`src/rtl/cia_pkg.sv`:
```
// Shared definitions for the CIA-style timer responder: register offsets, CR/ICR bit positions.
// Latency: n/a (definitions only).
// Backpressure: n/a (definitions only).
package cia_pkg;

    // Register offsets within the 16-byte window (ab[3:0]).
    localparam logic [3:0] OFF_TA_LO = 4'h0;
    localparam logic [3:0] OFF_TA_HI = 4'h1;
    localparam logic [3:0] OFF_TB_LO = 4'h2;
    localparam logic [3:0] OFF_TB_HI = 4'h3;
    localparam logic [3:0] OFF_ICR   = 4'h4;
    localparam logic [3:0] OFF_CRA   = 4'h5;
    localparam logic [3:0] OFF_CRB   = 4'h6;

    // Control register bit positions.
    localparam int CR_START      = 0;
    localparam int CR_ONESHOT    = 3;
    localparam int CR_FORCE_LOAD = 4;
    localparam int CR_CHAIN      = 6;

    // Interrupt control register layout.
    localparam int ICR_TA     = 0;
    localparam int ICR_TB     = 1;
    localparam int ICR_IRQ    = 7;
    localparam int ICR_FLAG_W = 5;

    // Byte returned by an ICR read: {irq, 2'b0, flags}.
    function automatic logic [7:0] icr_read_byte(input logic irq, input logic [ICR_FLAG_W-1:0] flags);
        logic [7:0] b;
        b = 8'h00;
        b[ICR_FLAG_W-1:0] = flags;
        b[ICR_IRQ] = irq;
        return b;
    endfunction

endpackage

```
`src/rtl/cia_timer_unit.sv`:
```
// One 16-bit interval timer: latch, down-counter, control register, underflow pulse.
// Latency: counter/cr update on the clock after the write or count event; underflow is combinational.
// Backpressure: none; every write and count event is accepted in its cycle.
//
// Ports:
//   clk, reset       clock, synchronous active-high reset
//   count_en         one-cycle count event (tick or chained underflow)
//   wr_lo, wr_hi     latch byte write strobes, data on wd
//   cr_wr, cr_wd     control register write strobe and data
//   counter, cr      live counter and stored control register (FORCE_LOAD always 0)
//   underflow        high in the cycle the counter wraps from 0 to the latch
module cia_timer_unit
    import cia_pkg::*;
(
    input  logic        clk,
    input  logic        reset,
    input  logic        count_en,
    input  logic        wr_lo,
    input  logic        wr_hi,
    input  logic [7:0]  wd,
    input  logic        cr_wr,
    input  logic [7:0]  cr_wd,
    output logic [15:0] counter,
    output logic [7:0]  cr,
    output logic        underflow
);

    logic [15:0] latch;
    logic [7:0]  cr_next;
    logic        force_load;
    logic        running;

    assign force_load = cr_wr && cr_wd[CR_FORCE_LOAD];
    assign running    = cr[CR_START];

    // A force load in the same cycle suppresses the underflow entirely.
    assign underflow = running && count_en && (counter == 16'h0000) && !force_load;

    always_comb begin
        cr_next = cr;
        if (cr_wr) begin
            cr_next = cr_wd;
            cr_next[CR_FORCE_LOAD] = 1'b0;   // strobe, never stored
        end
        // One-shot stop is applied after any CPU write so it always wins.
        if (underflow && cr[CR_ONESHOT]) begin
            cr_next[CR_START] = 1'b0;
        end
    end

    always_ff @(posedge clk) begin
        if (reset) begin
            latch   <= 16'hFFFF;
            counter <= 16'hFFFF;
            cr      <= 8'h00;
        end else begin
            cr <= cr_next;

            if (wr_lo) latch[7:0]  <= wd;
            if (wr_hi) latch[15:8] <= wd;

            // Reloads read the pre-edge latch, so a same-cycle latch write
            // only takes effect on the following reload.
            if (force_load) begin
                counter <= latch;
            end else if (running && count_en) begin
                counter <= (counter == 16'h0000) ? latch : counter - 16'd1;
            end else if (wr_hi && !running) begin
                counter <= {wd, latch[7:0]};
            end
        end
    end

endmodule

```
`src/rtl/cia_timer_responder.sv`:
```
// CIA-style bus responder: two interval timers, ICR flag/mask, irq, 16-byte register window.
// Latency: read data and rd_hit one clock after the address; irq registered one clock after the event.
// Backpressure: none; the CPU bus is always accepted, unselected cycles return rd_data = 0.
//
// Ports:
//   clk, reset   clock, synchronous active-high reset
//   ab, we       CPU address bus and write enable
//   cpu_do       CPU write data
//   tick         phi2 count enable for the timers
//   rd_data      registered read data, zero when not selected (OR-able into the data mux)
//   rd_hit       registered select for rd_data
//   irq          registered active-high interrupt request
module cia_timer_responder
    import cia_pkg::*;
#(
    parameter logic [15:0] BASE_ADDR = 16'hDC00
)(
    input  logic        clk,
    input  logic        reset,
    input  logic [15:0] ab,
    input  logic        we,
    input  logic [7:0]  cpu_do,
    input  logic        tick,
    output logic [7:0]  rd_data,
    output logic        rd_hit,
    output logic        irq
);

    logic                  hit;
    logic [3:0]            off;
    logic                  wr_en;
    logic                  rd_en;
    logic                  icr_rd;
    logic                  icr_wr;

    logic [15:0]           cnt_a;
    logic [15:0]           cnt_b;
    logic [7:0]            cr_a;
    logic [7:0]            cr_b;
    logic                  uf_a;
    logic                  uf_b;
    logic                  cnt_en_b;

    logic [ICR_FLAG_W-1:0] flags;
    logic [ICR_FLAG_W-1:0] flags_next;
    logic [ICR_FLAG_W-1:0] mask;
    logic [ICR_FLAG_W-1:0] mask_next;
    logic [7:0]            rd_mux;

    assign hit    = (ab[15:4] == BASE_ADDR[15:4]);
    assign off    = ab[3:0];
    assign wr_en  = hit && we;
    assign rd_en  = hit && !we;    // dummy CPU reads count as reads too
    assign icr_rd = rd_en && (off == OFF_ICR);
    assign icr_wr = wr_en && (off == OFF_ICR);

    // Chained mode counts timer A underflow pulses instead of phi2 ticks.
    assign cnt_en_b = cr_b[CR_CHAIN] ? uf_a : tick;

    cia_timer_unit u_timer_a (
        .clk       (clk),
        .reset     (reset),
        .count_en  (tick),
        .wr_lo     (wr_en && (off == OFF_TA_LO)),
        .wr_hi     (wr_en && (off == OFF_TA_HI)),
        .wd        (cpu_do),
        .cr_wr     (wr_en && (off == OFF_CRA)),
        .cr_wd     (cpu_do),
        .counter   (cnt_a),
        .cr        (cr_a),
        .underflow (uf_a)
    );

    cia_timer_unit u_timer_b (
        .clk       (clk),
        .reset     (reset),
        .count_en  (cnt_en_b),
        .wr_lo     (wr_en && (off == OFF_TB_LO)),
        .wr_hi     (wr_en && (off == OFF_TB_HI)),
        .wd        (cpu_do),
        .cr_wr     (wr_en && (off == OFF_CRB)),
        .cr_wd     (cpu_do),
        .counter   (cnt_b),
        .cr        (cr_b),
        .underflow (uf_b)
    );

    // Read-clear happens first and underflows are OR-ed in afterwards, so an
    // underflow coinciding with an ICR read keeps its flag.
    always_comb begin
        flags_next = icr_rd ? '0 : flags;
        flags_next[ICR_TA] = flags_next[ICR_TA] | uf_a;
        flags_next[ICR_TB] = flags_next[ICR_TB] | uf_b;
    end

    always_comb begin
        mask_next = mask;
        if (icr_wr) begin
            if (cpu_do[ICR_IRQ]) mask_next = mask | cpu_do[ICR_FLAG_W-1:0];
            else                 mask_next = mask & ~cpu_do[ICR_FLAG_W-1:0];
        end
    end

    always_comb begin
        rd_mux = 8'h00;
        case (off)
            OFF_TA_LO: rd_mux = cnt_a[7:0];
            OFF_TA_HI: rd_mux = cnt_a[15:8];
            OFF_TB_LO: rd_mux = cnt_b[7:0];
            OFF_TB_HI: rd_mux = cnt_b[15:8];
            OFF_ICR:   rd_mux = icr_read_byte(irq, flags);
            OFF_CRA:   rd_mux = cr_a;
            OFF_CRB:   rd_mux = cr_b;
            default:   rd_mux = 8'h00;
        endcase
    end

    always_ff @(posedge clk) begin
        if (reset) begin
            rd_data <= 8'h00;
            rd_hit  <= 1'b0;
            irq     <= 1'b0;
            flags   <= '0;
            mask    <= '0;
        end else begin
            rd_data <= rd_en ? rd_mux : 8'h00;
            rd_hit  <= rd_en;
            flags   <= flags_next;
            mask    <= mask_next;
            irq     <= |(flags_next & mask_next);
        end
    end

endmodule

```
`config.mk`:
```
export PLATFORM = sky130hd
export DESIGN_NAME = cia_timer_responder
export DESIGN_NICKNAME = d
export VERILOG_FILES = /design/src/rtl/cia_pkg.sv /design/src/rtl/cia_timer_unit.sv /design/src/rtl/cia_timer_responder.sv
export SDC_FILE = /design/constraint.sdc
export NUM_CORES = 1
export LEC_CHECK = 0
export BUFFER_PORTS_ARGS = -buffer_cell sky130_fd_sc_hd__buf_2
export CORE_UTILIZATION = 50
export DETAILED_ROUTE_END_ITERATION = 10
export PLACE_DENSITY_LB_ADDON = 0.05
export SLEW_MARGIN = 10
export SYNTH_ARGS = -nofsm -noshare
export SYNTH_HDL_FRONTEND = slang
export SYNTH_SLANG_ARGS = --single-unit
```
`constraint.sdc`:
```
create_clock -name clk -period 2.2 [get_ports clk]
set_input_delay 0.11 -clock clk [delete_from_list [all_inputs] [get_ports clk]]
set_output_delay 0.11 -clock clk [all_outputs]
set_load 0.01 [all_outputs]
```
==> results.ini <==
[timing]
setup_viol=0
worst_pin_slew_ns=0.9282
slew_violations=0
holdWs_ns=0.06856
fin_crit_sh_pct=98.76
tns_ns=0
postLayoutSetupSlackWorst_ns=0.02717
hold_viol=0
clock_skew_ns=0.005664
period_needed_ns=2.173
rsz0062_at_grt=yes
slew_headroom_pct=37.89
max_freq_mhz=460.2

[power]
cellLeakagePower_nw=2.582
ir_drop_uv=372.7
switching_share_pct=24.50
p_sw_mw=0.8291
finalPower_mw=3.383
pwr-share-clk_pct=40.2
p_int_mw=2.554
powerDensity_nw_per_um2=506.1
seq_power_share_pct=52.3
comb_power_share_pct=7.5

[placement]
place_inst=878
place_area_um2=6277
routabilityCongestion=0.9607
dpl_worst_slack_ns=-0.05053
dp_hpwl_mm=14.00
io_buffers=37

[drt]
vias=5531
antenna_left=0
dr.pass1.iters=5
viasPerCell=6.132
dr.first_iter.drc_count=454
drt-total-wl_mm=18.98
wl_per_cell_um=21.04
drc=0

[clocking]
clkLatencyLatePin_ns=0.39
clk_pin_slew_ns=0.10
cts_tree=done
cts_buffers=9
htreeDepth=3
ctsHoldBuffers=0
cts-root-buf=clkbuf_8
cts_sinks=98
clk_path_buf_depth=2

[logic_synthesis]
yosysWarnings=0
synth_edf_count=0
synthMostInstantiatedCell=dfxtp_1
netlist_area_um2=5409
synth_ff_type=dfxtp_1
yosys-top-cells-area=dfxtp_1 (36%), mux2i_1 (9.3%), nand2_1 (5.1%), nor2_1 (5.1%), o21ai_0 (2.9%)
synthCells=655
synth_top_area_share_pct=36.27
synth_seq_cells=98
synth_area_leader_cell=dfxtp_1
synth_area_per_cell_um2=8.258
synth_common_cells=dfxtp_1 (98), nand2_1 (73), nor2_1 (73), mux2i_1 (50), o21ai_0 (31)
syn-num-nets=687
synth.distinct_cells=74
async_flop_share_pct=0
yosysSeqAreaShare_pct=36.27

[global_route]
grt_overflow=0
grt_pass1_wl_mm=28.47
grt_start_max_net_pins=43
track_usage_pct=33.87
grt_antenna_before_repair=0
grt_pass1_vias=5110

[job]
maxCapViolCount=0

[layout]
utilization_pct=64.18
nNetsFinal=794
final_cell_area_um2=6685
syn_to_final_growth_pct=23.59
drive_gt1_share_pct=25.07
diodes=0
instances_no_fill=902

[floorplanning]
die_h_um=106.0
ios=38
core_um2=10420
fp.dieArea_um2=11240
rows=37
start_util_pct=51.93
die_w_um=106.0

[worst_setup_path]
critPathMaxFanout=7
required_ns=2.49
crit_path_start_kind=flip-flop
cp.arrival_ns=2.46
end_kind=flip-flop
path_class=reg -> reg

[min_path]
holdCritPathClass=in -> reg

[status]
outcome=finished, final reports clean

[timing repair]
action                                  in CTS  in global routing
resized for setup                            5                 20
buffers inserted                             1                  6
pin swaps                                    1                  9
cloned                                       0                  2
endpoints found under the setup margin       9                 22
[layout by cell type, fill, tap and decap left out, types with 5 or more instances in the layout]
cell / netlist / routed
o22ai_1: 9 / 9
o21ai_0: 31 / 30
nor4_1: 12 / 11
a21oi_1: 28 / 28
a22oi_1: 9 / 9
o211ai_1: 13 / 13
a221oi_1: 9 / 5
and2_1: 6 / 6
buf_2: 7 / 37
inv_1: 16 / 14
a221o_1: 6 / 6
nand2_1: 73 / 73
a31oi_1: 5 / 5
nor2_1: 73 / 73
nand2b_1: 10 / 10
a211oi_1: 8 / 7
nand4_1: 9 / 9
clkbuf_8: 0 / 11
and3_1: 5 / 5
nor3_1: 19 / 18
mux2_2: 5 / 5
mux2i_1: 50 / 50
buf_4: 0 / 96
nand3_1: 22 / 22
dfxtp_1: 98 / 97
nor2b_1: 12 / 12
[state kept, by name, summed over array words and instances, names as in the netlist]
register and count:
u_timer_b.cr 7, u_timer_a.latch 16, u_timer_b.counter 16, u_timer_a.cr 7
rd_data 8, flags 5, u_timer_b.latch 16, rd_hit 1
u_timer_a.counter 16, irq 1, mask 5
[power groups by stage]
stage                     combinational, mW  clock [mW]  sequential (mW)
after floorplan                       0.131           0             1.81
after global placement                0.241           0             1.81
after detailed placement              0.241           0             1.81
after CTS                             0.244        1.37             1.77
after global routing                  0.265        1.43             1.77
final                                 0.252        1.36             1.77
[logic make-up (layout without fill, tap and decap cells)]
| group | Yosys count | after routing | share of synthesized area (%) |
|---|---|---|---|
| muxes | 56 | 56 | 10.71 |
| AOI/OAI and AO/OA | 162 | 164 | 20.84 |
| and+or+nand+nor | 270 | 270 | 25.56 |
| DFF | 98 | 98 | 36.27 |
| xor gates and xnor gates | 7 | 7 | 1.133 |
| buffers and inverters | 58 | 167 | 4.557 |
| adders and majority gates | 4 | 4 | 0.9253 |
[critical path, stage by stage (launching register included)]
cell,delay [ns]
dfxtp_4,0.37
nor4_4,0.26
buf_4,0.17
and4_4,0.25
o2111a_2,0.32
o21ai_4,0.12
a221o_1,0.38
a31o_2,0.20
[layer usage]
metal  share of wire [%]  vias up  track usage [%]
li1                    -     2625                -
met1                  44     2642            45.54
met2                  46      222            53.97
met3                 7.0       42            4.782
met4                 3.2        0            15.08
met5                   0        -                0
[path summary, 6_finish.rpt]
path,start,endpoint,slack [ns],depth (start not counted)
setup / recovery,u_timer_a.counter[15]$_SDFFE_PP1P_,u_timer_b.counter[0]$_SDFFE_PP1P_,0.03,7
hold / removal,we,mask[0]$_SDFF_PP0_,0.07,3
setup reg to reg,u_timer_a.counter[15]$_SDFFE_PP1P_,u_timer_b.counter[0]$_SDFFE_PP1P_,0.03,7
hold reg to reg,u_timer_b.latch[12]$_SDFFE_PP1P_,u_timer_b.latch[12]$_SDFFE_PP1P_,0.48,2
[layout make-up]
class	count	area, um^2
fill	955	3731
multi-input combinational	501	3322
timing repair buffer	135	937.1
tap	136	170.2
clock buffer	11	151.4
inverter	17	63.81
sequential	98	1966
clock inverter	4	75.07
No activity file was read; power rests on OpenSTA's default activity.
